## config.mk

```make
export PLATFORM = sky130hd
export DESIGN_NAME = sw_press_decoder
export DESIGN_NICKNAME = d
export VERILOG_FILES = /design/src/rtl/sw_ctrl_pkg.sv /design/src/rtl/sync_2ff.sv /design/src/rtl/sw_press_decoder.sv
export SDC_FILE = /design/constraint.sdc
export NUM_CORES = 1
export LEC_CHECK = 0
export BUFFER_PORTS_ARGS = -buffer_cell sky130_fd_sc_hd__clkbuf_2
export CAP_MARGIN = 10
export CORE_AREA = 4 4 91 127
export CTS_CLUSTER_DIAMETER = 100
export CTS_CLUSTER_SIZE = 24
export DETAILED_ROUTE_END_ITERATION = 10
export DIE_AREA = 0 0 95 131
export PLACE_DENSITY_LB_ADDON = 0.3
export SLEW_MARGIN = 0
export SYNTH_ARGS = -nofsm -noshare
export SYNTH_HDL_FRONTEND = slang
export SYNTH_SLANG_ARGS = --single-unit
```

## constraint.sdc

```tcl
create_clock -name clk -period 5.35 [get_ports clk]
set_input_delay 0 -clock clk [delete_from_list [all_inputs] [get_ports clk]]
set_output_delay 0 -clock clk [all_outputs]
set_load 0.02 [all_outputs]
```

## src/rtl/sw_ctrl_pkg.sv

```systemverilog
// Shared types and constants for the switch conditioning logic.
//   sw_state_t       : press-decoder FSM states
//   SW_DEBOUNCE_10MS : 10 ms of stable level at 12 MHz
//   SW_LONG_1S       : 1 s hold at 12 MHz
//   speed_step()     : next speed index with wrap at count-1
package sw_ctrl_pkg;

    typedef enum logic [2:0] {
        IDLE,
        DB_PRS,
        HELD,
        LONG,
        DB_REL
    } sw_state_t;

    localparam int unsigned SW_DEBOUNCE_10MS = 120_000;
    localparam int unsigned SW_LONG_1S       = 12_000_000;

    // Advance a 2-bit speed index, wrapping from count-1 back to 0.
    function automatic logic [1:0] speed_step(input logic [1:0] cur, input logic [1:0] last);
        return (cur == last) ? 2'd0 : cur + 2'd1;
    endfunction

endpackage

```

## src/rtl/sync_2ff.sv

```systemverilog
// Two-flop synchroniser for slow asynchronous board inputs.
//   clk   : destination clock
//   rst_n : asynchronous active-low reset, loads RST_VAL into both stages
//   d     : asynchronous input
//   q     : synchronised output (second stage)
module sync_2ff #(
    parameter int unsigned           WIDTH   = 1,
    parameter logic [WIDTH-1:0]      RST_VAL = '0
) (
    input  logic             clk,
    input  logic             rst_n,
    input  logic [WIDTH-1:0] d,
    output logic [WIDTH-1:0] q
);

    logic [WIDTH-1:0] meta;

    always_ff @(posedge clk or negedge rst_n) begin
        if (!rst_n) begin
            meta <= RST_VAL;
            q    <= RST_VAL;
        end else begin
            meta <= d;
            q    <= meta;
        end
    end

endmodule

```

## src/rtl/sw_press_decoder.sv

```systemverilog
// Tactile switch front end for the RGB PWM controller.
// Synchronises and debounces the raw active-low switch, classifies each press
// as short or long, and turns those into the run/pause flag and speed index.
//   clk         : 12 MHz board clock
//   rst_n       : asynchronous active-low reset
//   sw_n        : raw switch pin, active-low, asynchronous, bouncy
//   pressed     : debounced level, 1 while held
//   short_press : 1-cycle pulse on debounced release of a short press
//   long_press  : 1-cycle pulse when the hold reaches LONG_PRESS_CYCLES
//   run_en      : run/pause flag, toggled by short_press
//   speed_sel   : speed index, stepped by long_press, wraps at SPEED_COUNT-1
module sw_press_decoder
    import sw_ctrl_pkg::*;
#(
    parameter int unsigned DEBOUNCE_CYCLES   = SW_DEBOUNCE_10MS,
    parameter int unsigned LONG_PRESS_CYCLES = SW_LONG_1S,
    parameter int unsigned SPEED_COUNT       = 4
) (
    input  logic       clk,
    input  logic       rst_n,
    input  logic       sw_n,
    output logic       pressed,
    output logic       short_press,
    output logic       long_press,
    output logic       run_en,
    output logic [1:0] speed_sel
);

    generate
        if (DEBOUNCE_CYCLES < 2) begin : g_bad_db
            $error("sw_press_decoder: DEBOUNCE_CYCLES must be >= 2");
        end
        if (LONG_PRESS_CYCLES <= DEBOUNCE_CYCLES) begin : g_bad_long
            $error("sw_press_decoder: LONG_PRESS_CYCLES must exceed DEBOUNCE_CYCLES");
        end
        if (SPEED_COUNT < 2 || SPEED_COUNT > 4) begin : g_bad_speed
            $error("sw_press_decoder: SPEED_COUNT must be in 2..4");
        end
    endgenerate

    localparam int unsigned DB_W   = $clog2(DEBOUNCE_CYCLES);
    localparam int unsigned HOLD_W = $clog2(LONG_PRESS_CYCLES);

    localparam logic [DB_W-1:0]   DB_LAST    = DB_W'(DEBOUNCE_CYCLES - 1);
    localparam logic [HOLD_W-1:0] HOLD_LAST  = HOLD_W'(LONG_PRESS_CYCLES - 1);
    localparam logic [1:0]        SPEED_LAST = 2'(SPEED_COUNT - 1);

    // Released level is 1, so the synchroniser comes out of reset idle.
    logic sw_s;

    sync_2ff #(
        .WIDTH   (1),
        .RST_VAL (1'b1)
    ) u_sync (
        .clk   (clk),
        .rst_n (rst_n),
        .d     (sw_n),
        .q     (sw_s)
    );

    sw_state_t         state_q,   state_d;
    logic [DB_W-1:0]   db_cnt_q,  db_cnt_d;
    logic [HOLD_W-1:0] hold_cnt_q, hold_cnt_d;
    logic              long_flag_q, long_flag_d;
    logic              pressed_d, short_d, long_d, run_en_d;
    logic [1:0]        speed_d;

    always_comb begin
        state_d     = state_q;
        db_cnt_d    = db_cnt_q;
        hold_cnt_d  = hold_cnt_q;
        long_flag_d = long_flag_q;
        pressed_d   = pressed;
        short_d     = 1'b0;
        long_d      = 1'b0;
        run_en_d    = run_en;
        speed_d     = speed_sel;

        case (state_q)
            IDLE: begin
                long_flag_d = 1'b0;
                if (!sw_s) begin
                    state_d  = DB_PRS;
                    db_cnt_d = '0;
                end
            end

            DB_PRS: begin
                if (sw_s) begin
                    state_d = IDLE;
                end else if (db_cnt_q == DB_LAST) begin
                    state_d    = HELD;
                    pressed_d  = 1'b1;
                    hold_cnt_d = '0;
                end else begin
                    db_cnt_d = db_cnt_q + 1'b1;
                end
            end

            HELD: begin
                // Reaching the limit beats a simultaneous release: the press
                // is long, and the release is picked up from LONG next cycle.
                // This branch also caps hold_cnt, so it never wraps.
                if (hold_cnt_q == HOLD_LAST) begin
                    state_d     = LONG;
                    long_d      = 1'b1;
                    long_flag_d = 1'b1;
                    speed_d     = speed_step(speed_sel, SPEED_LAST);
                end else if (sw_s) begin
                    state_d  = DB_REL;
                    db_cnt_d = '0;
                end else begin
                    hold_cnt_d = hold_cnt_q + 1'b1;
                end
            end

            LONG: begin
                if (sw_s) begin
                    state_d  = DB_REL;
                    db_cnt_d = '0;
                end
            end

            DB_REL: begin
                // hold_cnt is left untouched here so a release bounce does
                // not lose accumulated hold time.
                if (!sw_s) begin
                    state_d = long_flag_q ? LONG : HELD;
                end else if (db_cnt_q == DB_LAST) begin
                    state_d     = IDLE;
                    pressed_d   = 1'b0;
                    long_flag_d = 1'b0;
                    if (!long_flag_q) begin
                        short_d  = 1'b1;
                        run_en_d = ~run_en;
                    end
                end else begin
                    db_cnt_d = db_cnt_q + 1'b1;
                end
            end

            default: begin
                state_d = IDLE;
            end
        endcase
    end

    always_ff @(posedge clk or negedge rst_n) begin
        if (!rst_n) begin
            state_q     <= IDLE;
            db_cnt_q    <= '0;
            hold_cnt_q  <= '0;
            long_flag_q <= 1'b0;
            pressed     <= 1'b0;
            short_press <= 1'b0;
            long_press  <= 1'b0;
            run_en      <= 1'b1;
            speed_sel   <= 2'd0;
        end else begin
            state_q     <= state_d;
            db_cnt_q    <= db_cnt_d;
            hold_cnt_q  <= hold_cnt_d;
            long_flag_q <= long_flag_d;
            pressed     <= pressed_d;
            short_press <= short_d;
            long_press  <= long_d;
            run_en      <= run_en_d;
            speed_sel   <= speed_d;
        end
    end

endmodule

```

==> summary.txt <==
Status
  – Status: finished, final reports clean

CTS
  – Max H-tree Level: 2
  – Num CTS Buffers: 5
  – CTS tree: yes
  – Clk slew on worst S/H paths: 0.07 ns
  – CTS root buf: clkbuf_16
  – Worst-Skew Late Latency: just under 0.3 ns
  – # resized after CTS: 0
  – CTS sink cnt: 53
  – Clk buf depth: 2

Yosys
  – Synthesized area: 0.00306 mm²
  – Commonest cells in the netlist: 50 x dfrtp_1, 32 x nand2_1, 25 x a21oi_1
  – Most common cell in the synthesized netlist: dfrtp_1
  – Post-synth ARST share: between 90% and 100%
  – Area leader, netlist: dfrtp_1
  – Yosys warns: 0
  – Yosys top cell area share: just over 40%
  – Syn Nets: 338
  – Post-Syn Instances: 332
  – Average cell area after synthesis: 9.21 µm²
  – Synth area leaders: dfrtp_1 41%, a21oi_1 4.1%, nand2_1 3.9%
  – Cell variety after synth: between 50 and 60
  – Post-synthesis sequential area ratio: between 40% and 50%
  – EDFF count, synth: 0
  – Yosys reg bits: 53
  – Main synth FF type: dfrtp_1

Global route
  – First-pass GRT wire length: between 10000 and 15000 µm
  – Initial antenna violation count: 0
  – Vias in the first global route: about 2500
  – Total gr overflow: 0
  – Global-route usage over all layers: around an eighth
  – Largest net degree at the start of global routing: 54

Route
  – DRT iter0 DRCs: 143
  – M1 wire length: between 3000 and 4000 µm
  – Top sig layer: met4
  – DR WL/cell: roughly 15 µm
  – Routed WL: ~7000 µm
  – Met2 WL post-DR: between 3000 and 4000 µm
  – DRT Pass-1 Iters: 4
  – Via density: between 5 and 6
  – Met3 wire length: about 160 µm
  – Vias: 2542
  – Post-DRT Antenna Nets: 0
  – DRC viols: 0

Setup path
  – CP required: about 5.6 ns
  – Worst path bufs/invs: 0
  – Top delay family on crit path: simple AND/OR/NAND/NOR gates
  – CP max FO: 18
  – Crit path launch type: register
  – Crit path DAT: 2.97 ns
  – R2R depth: 5
  – Crit path max-delay cell type: nor4_4
  – Crit path cell chain: or4bb_1 > nor4_4 > a21oi_2 > or4_1 > a21oi_1
  – WP depth: 5
  – Worst R2R End: hold_cnt_q[19]
  – Reg-to-reg startpoint: db_cnt_q[11]
  – Worst path max stage delay: around 0.62 ns
  – Crit. End Element: register
  – WS Path Type: register to register
  – FF-to-FF setup slack: approximately 2.6 ns

Timing
  – Fmax: between 0.3 and 0.4 GHz
  – Min cycle time layout: 2.76 ns
  – Max-slew headroom at the worst pin: 35.6%
  – Final hold vios: 0
  – RSZ-0062 raised after global routing: false
  – Fin Setup TNS: 0 ns
  – Fin Hold WS: approximately 0.35 ns
  – Final Max Tran Viols: 0
  – Final period utilization: 51.6%
  – Slew @ Worst Pin: slightly below 1 ns
  – Setup Viol. Count Final: 0
  – Clk_skew: 0.00808 ns

Place
  – Area after DPL: between 0.003 and 0.004 mm²
  – Gp weighted congestion: 0.867
  – DP Wirelength: 4750 µm
  – Port-buffer cells: 8

Job
  – MaxCap Viol Count: 0

Layout
  – Final net count: between 300 and 400
  – Layout fillers: between 1000 and 1500
  – Antenna Diode Count: 0
  – Share of layout cells above drive strength 1: a little over a tenth
  – Fin area: about 0.0034 mm²
  – Syn-to-layout area delta: 10.2%

Floorplan
  – Die ar.: between 0.01 and 0.015 mm²
  – DIE HEIGHT: between 100 and 150 µm
  – Core outline area: between 0.01 and 0.015 mm²
  – Cell Rows: between 40 and 50
  – Initial Utilization: between 20% and 30%
  – Die Span X: 95 µm
  – I/O pin count: 9

Power and ir drop
  – PD cells: between 200 and 250 mW/mm²
  – Worst vdd ir: 115 µV
  – Leak pwr: 1.35 nW

Min path
  – Worst Hold Depth: 2
  – Worst hold start: sw_n
  – Worst hold path type: input pin to register
  – Worst hold endpoint: u_sync.meta
worst max path at each step:
| stage | startpoint | endpoint | slack (ns) |
|---|---|---|---|
| floorplan | hold_cnt_q[13] | db_cnt_q[5] | 3.19 |
| global placement | db_cnt_q[11] | hold_cnt_q[20] | 2.63 |
| detailed placement | db_cnt_q[11] | hold_cnt_q[22] | 2.56 |
| CTS | db_cnt_q[0] | hold_cnt_q[16] | 2.52 |
| global route | db_cnt_q[0] | hold_cnt_q[16] | 2.27 |
| finish | db_cnt_q[11] | hold_cnt_q[19] | 2.59 |
metrics by stage:
step	util, %	std cells	power [mW]	setup WS, ns
detailed placement	30.9	460	0.481	2.56
global placement	30.9	460	0.480	2.63
floorplan	-	332	0.461	3.19
finish	32.6	470	0.806	2.59
CTS	32.6	470	0.825	2.52
global route	32.6	470	0.846	2.27
cell type report:
type                            instances  area (µm²)  share of cell area, %
Clock buffer                            7         143                   4.23
Clock inverter                          1        7.51                  0.223
Inverter                                3        11.3                  0.334
Multi-Input combinational cell        256        1630                   48.4
Sequential cell                        53        1330                   39.5
Tap cell                              138         173                   5.12
Timing Repair Buffer                   12        75.1                   2.23
flip-flops by register name, summed over array words and instances, names as in the netlist, 2 cells and up:
name and flops:
state_q 3, db_cnt_q 17, hold_cnt_q 24, speed_sel 2
cells in the final DEF, fill, tap and decap left out, types with 6 or more instances in the layout:
cell type / n
or4_1: 6
nand2b_1: 11
clkbuf_2: 8
dfrtp_1: 50
xnor2_1: 13
nand4_1: 11
a31oi_1: 14
a21oi_1: 25
nor4_1: 8
nor3_1: 11
and3_1: 7
o21ai_0: 10
nand2_1: 32
nor2_1: 23
nand3_1: 20
kinds of logic (layout without fill, tap and decap cells):
| logic type | after synthesis | after routing | synth area share, % |
|---|---|---|---|
| compound gates | 73 | 73 | 15.3 |
| fa+ha+maj | 3 | 3 | 1.23 |
| buf+inv | 23 | 23 | 3.31 |
| mux | 5 | 5 | 1.72 |
| xor+xnor | 14 | 14 | 4.01 |
| simple gates | 161 | 161 | 31.0 |
| flops | 53 | 53 | 43.5 |
repair_timing:
action / in CTS / in global routing
buffers inserted: 0 / 0
endpoints found under the hold margin: 51 / 0
hold buffers: 2 / 0
metal layers:
metal	vias to the layer above	global-route usage, %
met5	-	0
met4	0	5.86
met1	1247	15.4
li1	1246	-
met3	10	2.23
met2	39	20.0
power by group:
part	internal (mW)	total, mW	leakage [nW]	switching (mW)
Sequential	0.412	0.430	0.724	0.0179
Clock	0.187	0.332	0.0701	0.146
Combinational	0.0167	0.0436	0.555	0.0269
Total	0.616	0.806	1.35	0.190
Power figures use the tool's default switching activity.
